[src/rtl/add_rkey_pipe_if.sv]
// Stream and key-write bundle for the AddRoundKey stage.
// The master side drives key writes and input words and accepts output words.
// The slave side is the stage itself.
interface add_rkey_pipe_if #(
    parameter int DATA_W = 128,
    parameter int ADDR_W = 4
);
    // Round-key write port, driven by the key-expansion logic
    logic              key_we;
    logic [ADDR_W-1:0] key_addr;
    logic [DATA_W-1:0] key_din;

    // Upstream state-word stream
    logic              in_valid;
    logic              in_ready;
    logic [DATA_W-1:0] in_data;
    logic [ADDR_W-1:0] in_round;

    // Downstream state-word stream
    logic              out_valid;
    logic              out_ready;
    logic [DATA_W-1:0] out_data;
    logic [ADDR_W-1:0] out_round;

    // Key-use error reporting
    logic              key_err;
    logic              err_sticky;

    modport master (
        output key_we, key_addr, key_din,
        output in_valid, in_data, in_round,
        input  in_ready,
        input  out_valid, out_data, out_round,
        output out_ready,
        input  key_err, err_sticky
    );

    modport slave (
        input  key_we, key_addr, key_din,
        input  in_valid, in_data, in_round,
        output in_ready,
        output out_valid, out_data, out_round,
        input  out_ready,
        output key_err, err_sticky
    );
endinterface

[src/rtl/add_rkey_pipe.sv]
// Handshaked AddRoundKey stage: a local bank of NUM_KEYS round keys, per-word
// key selection by round tag, a single-entry output register with full
// throughput, and detection of reads from missing or unloaded key slots.
module add_rkey_pipe #(
    parameter int DATA_W   = 128,
    parameter int NUM_KEYS = 11,
    parameter int ADDR_W   = 4
) (
    input  logic             clk,
    input  logic             rst,
    add_rkey_pipe_if.slave   bus
);

    // Slot count at index width plus one bit, so that index range tests
    // compare operands of equal width.
    localparam logic [ADDR_W:0] NUM_KEYS_W = NUM_KEYS[ADDR_W:0];

    logic [DATA_W-1:0]   key_mem [NUM_KEYS];
    logic [NUM_KEYS-1:0] loaded;

    logic              out_valid_q;
    logic [DATA_W-1:0] out_data_q;
    logic [ADDR_W-1:0] out_round_q;
    logic              key_err_q;
    logic              err_sticky_q;

    logic              key_wr_ok;
    logic              round_ok;
    logic              bypass;
    logic              accept;
    logic              transfer;
    logic [DATA_W-1:0] sel_key;
    logic              key_ok;

    // Writes to slots beyond NUM_KEYS are dropped silently.
    assign key_wr_ok = bus.key_we && ({1'b0, bus.key_addr} < NUM_KEYS_W);
    assign round_ok  = {1'b0, bus.in_round} < NUM_KEYS_W;
    assign bypass    = key_wr_ok && (bus.key_addr == bus.in_round);

    // The register may take a new word whenever it is empty or draining.
    assign bus.in_ready = !out_valid_q || bus.out_ready;
    assign accept       = bus.in_valid && bus.in_ready;
    assign transfer     = out_valid_q && bus.out_ready;

    // Key bank and loaded bitmap; both are cleared by reset.
    always_ff @(posedge clk) begin
        // NOTE: sequential state uses non-blocking assignments so every
        // register samples the pre-edge values of the others.
        if (rst) begin
            // NOTE: the key bank is reset on purpose: stale keys must not
            // survive a reset, which costs a reset path on every bit.
            for (int i = 0; i < NUM_KEYS; i++) begin
                key_mem[i] <= '0;
            end
            loaded <= '0;
        end else if (key_wr_ok) begin
            key_mem[bus.key_addr] <= bus.key_din;
            loaded[bus.key_addr]  <= 1'b1;
        end
    end

    // Pick the round key for the word being offered: a same-cycle write
    // wins over the stored slot; a missing or unloaded slot gives zero.
    always_comb begin
        // NOTE: every output of this block gets a default first so no path
        // leaves one unassigned and infers a latch.
        sel_key = '0;
        key_ok  = 1'b0;
        if (bypass) begin
            sel_key = bus.key_din;
            key_ok  = 1'b1;
        end else if (round_ok && loaded[bus.in_round]) begin
            sel_key = key_mem[bus.in_round];
            key_ok  = 1'b1;
        end
    end

    // Output register: load on accept, empty after a lone transfer, hold
    // while stalled. Data and round tag are never zeroed outside reset.
    always_ff @(posedge clk) begin
        if (rst) begin
            out_valid_q <= 1'b0;
            out_data_q  <= '0;
            out_round_q <= '0;
            key_err_q   <= 1'b0;
        end else if (accept) begin
            out_valid_q <= 1'b1;
            out_data_q  <= bus.in_data ^ sel_key;
            out_round_q <= bus.in_round;
            key_err_q   <= !key_ok;
        end else if (transfer) begin
            out_valid_q <= 1'b0;
            key_err_q   <= 1'b0;
        end
    end

    // Sticky error flag, set on the same edge that registers a bad word.
    always_ff @(posedge clk) begin
        if (rst) begin
            err_sticky_q <= 1'b0;
        end else if (accept && !key_ok) begin
            err_sticky_q <= 1'b1;
        end
    end

    assign bus.out_valid  = out_valid_q;
    assign bus.out_data   = out_data_q;
    assign bus.out_round  = out_round_q;
    assign bus.key_err    = key_err_q;
    assign bus.err_sticky = err_sticky_q;

endmodule

[src/flat_wrapper.sv]
// flat-port wrapper written by rule: the top's interface ports become plain ports
module add_rkey_pipe_flat 
#(
    parameter int DATA_W   = 128,
    parameter int NUM_KEYS = 11,
    parameter int ADDR_W   = 4
)
  (clk, rst, bus_key_we, bus_key_addr, bus_key_din, bus_in_valid, bus_in_data, bus_in_round, bus_in_ready, bus_out_valid, bus_out_data, bus_out_round, bus_out_ready, bus_key_err, bus_err_sticky);
  add_rkey_pipe_if #(.DATA_W(DATA_W), .ADDR_W(ADDR_W)) bus_i ();
  input  logic clk;
  input  logic rst;
  input wire logic [$bits(bus_i.key_we)-1:0] bus_key_we;
  input wire logic [$bits(bus_i.key_addr)-1:0] bus_key_addr;
  input wire logic [$bits(bus_i.key_din)-1:0] bus_key_din;
  input wire logic [$bits(bus_i.in_valid)-1:0] bus_in_valid;
  input wire logic [$bits(bus_i.in_data)-1:0] bus_in_data;
  input wire logic [$bits(bus_i.in_round)-1:0] bus_in_round;
  output wire logic [$bits(bus_i.in_ready)-1:0] bus_in_ready;
  output wire logic [$bits(bus_i.out_valid)-1:0] bus_out_valid;
  output wire logic [$bits(bus_i.out_data)-1:0] bus_out_data;
  output wire logic [$bits(bus_i.out_round)-1:0] bus_out_round;
  input wire logic [$bits(bus_i.out_ready)-1:0] bus_out_ready;
  output wire logic [$bits(bus_i.key_err)-1:0] bus_key_err;
  output wire logic [$bits(bus_i.err_sticky)-1:0] bus_err_sticky;
  assign bus_i.key_we = bus_key_we;
  assign bus_i.key_addr = bus_key_addr;
  assign bus_i.key_din = bus_key_din;
  assign bus_i.in_valid = bus_in_valid;
  assign bus_i.in_data = bus_in_data;
  assign bus_i.in_round = bus_in_round;
  assign bus_in_ready = bus_i.in_ready;
  assign bus_out_valid = bus_i.out_valid;
  assign bus_out_data = bus_i.out_data;
  assign bus_out_round = bus_i.out_round;
  assign bus_i.out_ready = bus_out_ready;
  assign bus_key_err = bus_i.key_err;
  assign bus_err_sticky = bus_i.err_sticky;
  add_rkey_pipe #(.DATA_W(DATA_W), .NUM_KEYS(NUM_KEYS), .ADDR_W(ADDR_W)) u_core (.clk(clk), .rst(rst), .bus(bus_i));
endmodule
[config.mk]
export PLATFORM = sky130hd
export DESIGN_NAME = add_rkey_pipe_flat
export DESIGN_NICKNAME = d
export VERILOG_FILES = /design/src/rtl/add_rkey_pipe_if.sv /design/src/rtl/add_rkey_pipe.sv /design/src/flat_wrapper.sv
export SDC_FILE = /design/constraint.sdc
export NUM_CORES = 2
export LEC_CHECK = 0
export ABC_AREA = 0
export CELL_PAD_IN_SITES_DETAIL_PLACEMENT = 0
export CELL_PAD_IN_SITES_GLOBAL_PLACEMENT = 1
export CORE_MARGIN = 10
export CORE_UTILIZATION = 50
export CTS_CLUSTER_SIZE = 30
export DETAILED_ROUTE_END_ITERATION = 12
export GPL_TIMING_DRIVEN = 0
export PLACE_DENSITY_LB_ADDON = 0.1
export SYNTH_ARGS = -nofsm -noshare
export SYNTH_HDL_FRONTEND = slang
export SYNTH_SLANG_ARGS = --single-unit
[constraint.sdc]
create_clock -name clk -period 33.9 [get_ports clk]
set_input_delay 3.39 -clock clk [delete_from_list [all_inputs] [get_ports clk]]
set_output_delay 3.39 -clock clk [all_outputs]
set_load 0.1 [all_outputs]
Yosys cells after proc, flatten, opt, wreduce, memory -nomap -nowiden
Memories as Yosys holds them, arrays and structs flattened.
Index checks and enable logic that the tools add are counted.
{"block": "totals", "input_bits": 269, "ram_bits": 1408, "latch_bits": 0, "romBits": 0, "memories": 1, "reg_bits": 146, "out_inout_bits": 136}
{"memory": "u_core.key_mem", "words": 11, "word_bits": 128, "read_ports": 1, "rd_clocked_by_memory_dff": 0, "wr": 11, "line": "add_rkey_pipe.sv:18", "source": "logic [DATA_W-1:0] key_mem [NUM_KEYS];"}
{"block": "op_classes", "mux": 19, "shifts": 0, "multipliers": 0, "add_sub_neg": 0, "n_reduce_logical": 12, "eq_ne": 1, "n_lt_le_gt_ge": 5, "div": 0, "bitwise_logic": 2}
{"operator": "two-way mux 128 bit", "n": 3}
{"operator": "OR reduction 128 bit", "n": 1}
{"operator": "XOR 128 bit", "n": 1}
{"operator": "two-way mux 1 bit", "n": 13}
{"operator": "bitwise OR 11 bit", "n": 1}
{"operator": "< comparator 4 x 5 -> 1 bit, second input constant", "n": 2}
{"operator": "< comparator 4 bit, second input constant", "n": 2}
{"operator": "logical AND 1 bit", "n": 7}
{"operator": "binary-select mux 1 bit (select 4 bit)", "n": 1}
{"operator": "demux 1 bit (select 4 bit)", "n": 1}
{"operator": "== test 4 bit", "n": 1}
{"operator": "greater-or-equal comparator 4 x 1 -> 1 bit, second input constant", "n": 1}
{"operator": "two-way mux 4 bit", "n": 1}
{"operator": "zero test 1 bit", "n": 2}
{"operator": "nonzero test 2 bit", "n": 1}
{"operator": "logical OR 1 bit", "n": 1}

Longest topological paths before layout
{"block": "depth", "word_depth": 7, "mapped_depth": 11, "depth_no_buf": 6}

Worst setup path after synthesis
Ideal clock, no wire load.
{"block": "synth_timing", "path_kind": "input to register", "startpoint": "input bus_key_addr[0]", "endpoint": "memory u_core.key_mem[4][0] (enable)", "t_required_ns": 33.108, "cell_stages": 5, "setup_ns": 0.792, "arrival_time_ns": 13.019, "setup_slack_ns": 20.089, "n_path_buf": 2, "cell_sequence": "buf_2 nor2_1 nand2_1 clkbuf_1 o21ai_0"}
{"element": "from (decl)", "line": "flat_wrapper.sv:13", "source": "input wire logic [$bits(bus_i.key_addr)-1:0] bus_key_addr;"}
{"element": "to (decl)", "line": "add_rkey_pipe.sv:18"}

Worst setup path in the final report
{"block": "layout_timing", "startpoint": "input bus_out_ready", "endpoint": "output bus_in_ready"}
{"block": "layout_between", "elab_chain_cells": 1}
{"element": "from (decl)", "line": "flat_wrapper.sv:22", "source": "input wire logic [$bits(bus_i.out_ready)-1:0] bus_out_ready;"}
{"element": "logical OR 1 bit", "line": "add_rkey_pipe.sv:41", "source": "assign bus.in_ready = !out_valid_q || bus.out_ready;"}
{"element": "to (decl)", "line": "flat_wrapper.sv:18", "source": "output wire logic [$bits(bus_i.in_ready)-1:0] bus_in_ready;"}
Every way passes these cells.

==> key figures <==
Worst hold path
  • Worst hold-check path type: reg -> reg

Die
  • Chip Width: 449 um
  • I/O Pins: 405
  • Core ar.: 0.183 mm2
  • Row cnt: 157
  • Die ar.: 0.201 mm2
  • Chip height: 449 um
  • Initial core utilization: 50.2%

Final layout
  • Share of layout cells above drive strength 1: 13.1%
  • Area grow syn2layout: 19.6%
  • Nets@finish: 7,880
  • Post-route cell area: 0.110 mm2
  • Non-filler instance count after layout: 10,289

Critical path
  • Critical-path cell list: clkdlybuf4s50_1 > nand2b_1 > buf_2 > clkdlybuf4s50_1
  • Setup crit end kind: output port
  • CP required: 30.51 ns
  • Crit-path most repeated cell: clkdlybuf4s50_1
  • Slowest cell on crit path: clkdlybuf4s50_1
  • Largest stage delay, worst path: 1.17 ns
  • CP Class: in -> out
  • Startpoint types: input port
  • Arr. time, crit path: 5.32 ns
  • CP max FO: 9

Synth
  • Sequential area share after synthesis: 68.8%
  • Cells after Synth: 6,303
  • Synthesized area: 0.0918 mm2
  • Distinct cell type count after synthesis: 45
  • Yosys Warn Count: 0
  • FF+latch count, synth: 2,194
  • Post-synth top area cell: edfxtp_1
  • Synth area leaders: edfxtp_1 63%, mux4_2 11%, dfxtp_1 6.0%, nor2_1 5.6%, mux2i_1 2.2%
  • Top FF cell, synth: edfxtp_1
  • Synth top area share: 62.8%
  • Post-synth EDFFs: 1,920
  • Share of synthesized registers carrying an async set or reset: 0%
  • Dominant cell by count in the synthesized netlist: edfxtp_1
  • Synthesized area per cell: 14.6 um2
  • Commonest cells post-synth: 1,920 x edfxtp_1, 1,379 x nor2_1, 439 x mux4_2

Clocking
  • CTS Buf Count: 224
  • Htree depth: 4
  • Clk_lat worst skew: 0.87 ns
  • CTS tree: done
  • Cts repair resizes: 0
  • Clock Tree Buf Depth: 3
  • CTS Root Cell: clkbuf_16
  • Reg clk slew, reported paths: 0.06 ns
  • Post-CTS Setup Bufs: 0
  • CTS hold repair buffers: 0
  • Clock sinks: 2,194

Timing
  • Final period util: 25.7%
  • Worst Tran Pin Value: 1.51 ns
  • RSZ-0062 raised after global routing: false
  • Clock Skews: 0.0335 ns
  • Highest clock rate: 115 MHz
  • WHS: 0.458 ns
  • Setup TNS Final: 0 ns
  • Slew headroom: -0.995%
  • Fin. max-slew vios: 11
  • Min cycle time layout: 8.71 ns
  • Final hold viol count: 0
  • Final setup vio count: 0

Placement
  • HPWL after DPL: 195 mm
  • Post-DP Area: 0.102 mm2
  • DP Cell Count: 9,849
  • IO buf count: 397
  • Routability cong.: 0.825

Global route
  • Vias in the first global route: 59,175
  • First-pass GRT wire length: 409 mm
  • Initial antenna violation count: 22
  • Largest net degree at the start of global routing: 47
  • Grt total ovfl: 0
  • All-layer global routing usage: 28.0%

Routing
  • Antenna Nets Post-Route: 0
  • DRC: 0
  • Via/cell ratio: 5.72
  • Drt first pass iters: 5
  • Initial DRC Count: 6,531
  • DRT Wirelength: 287 mm
  • Routed vias: 58,807
  • Avg WL per Cell: 27.9 um

Power
  • Pwr Total: 6240 uW
  • Leak pwr: 0.0384 uW
  • Peak supply drop: 51.2 uV
  • Power per cell area: 56.9 mW/mm2

Outcome
  • Failing checks: max-capacitance violations, max-slew violations
  • Status: finished, violations left

Job
  • Maxcap violations: 1
[kinds of logic after synthesis]
logic type / share of synthesized area [%]
flops: 68.8
simple gates: 7.71
buf+inv: 3.62
compound gates: 4.94
mux: 13.9
xor+xnor: 1.06
other cells: 0.00408
[state kept, by name (all words and copies together) (netlist names)]
name,flops
u_core.bus.err_sticky,1
u_core.bus.key_err,1
u_core.bus.out_data,128
u_core.bus.out_round,4
u_core.bus.out_valid,1
u_core.key_mem,2048
u_core.loaded,11
[final cells by class]
type	count	area (um2)
inverters	210	788
clock inverters	77	790
fillers	14608	73100
repair buffers	443	5070
diodes	13	32.5
flip-flops and latches	2194	63100
well taps	2464	3080
plain buffers	565	2560
clock buffers	350	6520
multi-input cells	3973	27800
[placed cells by master (no fill, tap or decap), types with 22 or more instances in the layout]
master           count
a22oi_1            106
mux2i_1            204
buf_12              22
nor4_1              75
a21oi_1            217
edfxtp_1          1920
clkbuf_1           457
clkinv_2            34
mux4_2             439
clkbuf_8            31
inv_1              210
clkbuf_16          230
conb_1             640
nand2_1            199
nor2_1            1379
buf_16              24
o21ai_0            197
a221oi_1            74
o22a_1              74
mux2_2              25
nand4_1             74
dfxtp_1            274
o21ai_1             60
mux2_1              49
buf_4               56
clkdlybuf4s50_1    397
xor2_1             107
buf_2               93
[through the flow]
stage	utilization (%)	setup slack, ns
after floorplan	-	20.09
after global placement	55.4	8.09
after detailed placement	56.0	25.19
after CTS	60.0	25.18
after global routing	60.0	25.12
final	60.1	25.19
[metal layers]
layer	global-route usage [%]	vias up	share of wire [%]
met1	36.3	30287	38
met3	4.44	463	8.0
li1	-	25435	-
met2	46.8	2616	50
met5	0	-	0.010
met4	11.8	6	4.2
[final timing paths]
kind | start | to | slack (ns) | depth (start not counted)
worst max register to register | u_core.bus.out_valid$_SDFFE_PP0P_ | u_core.bus.out_data[58]$_SDFFE_PP0P_ | 30.10 | 9
worst min register to register | u_core.loaded[8]$_SDFFE_PP0P_ | u_core.loaded[8]$_SDFFE_PP0P_ | 0.46 | 2
worst max-delay path | bus_out_ready | bus_in_ready | 25.19 | 4
worst min-delay path | u_core.loaded[8]$_SDFFE_PP0P_ | u_core.loaded[8]$_SDFFE_PP0P_ | 0.46 | 2
[worst max-delay path: cells and delay by family]
family	cells	cell delay [ns]
buffers and inverters	3	1.84
and+or+nand+nor	1	0.09
[power by group]
part	leakage [uW]	total, uW	switching, uW	internal (uW)
Sequential	0.0206	3150	47.2	3100
Combinational	0.0142	630	410	220
Clock	0.00357	2460	1050	1420
Total	0.0384	6240	1500	4740
(Power assumes the default switching activity.)
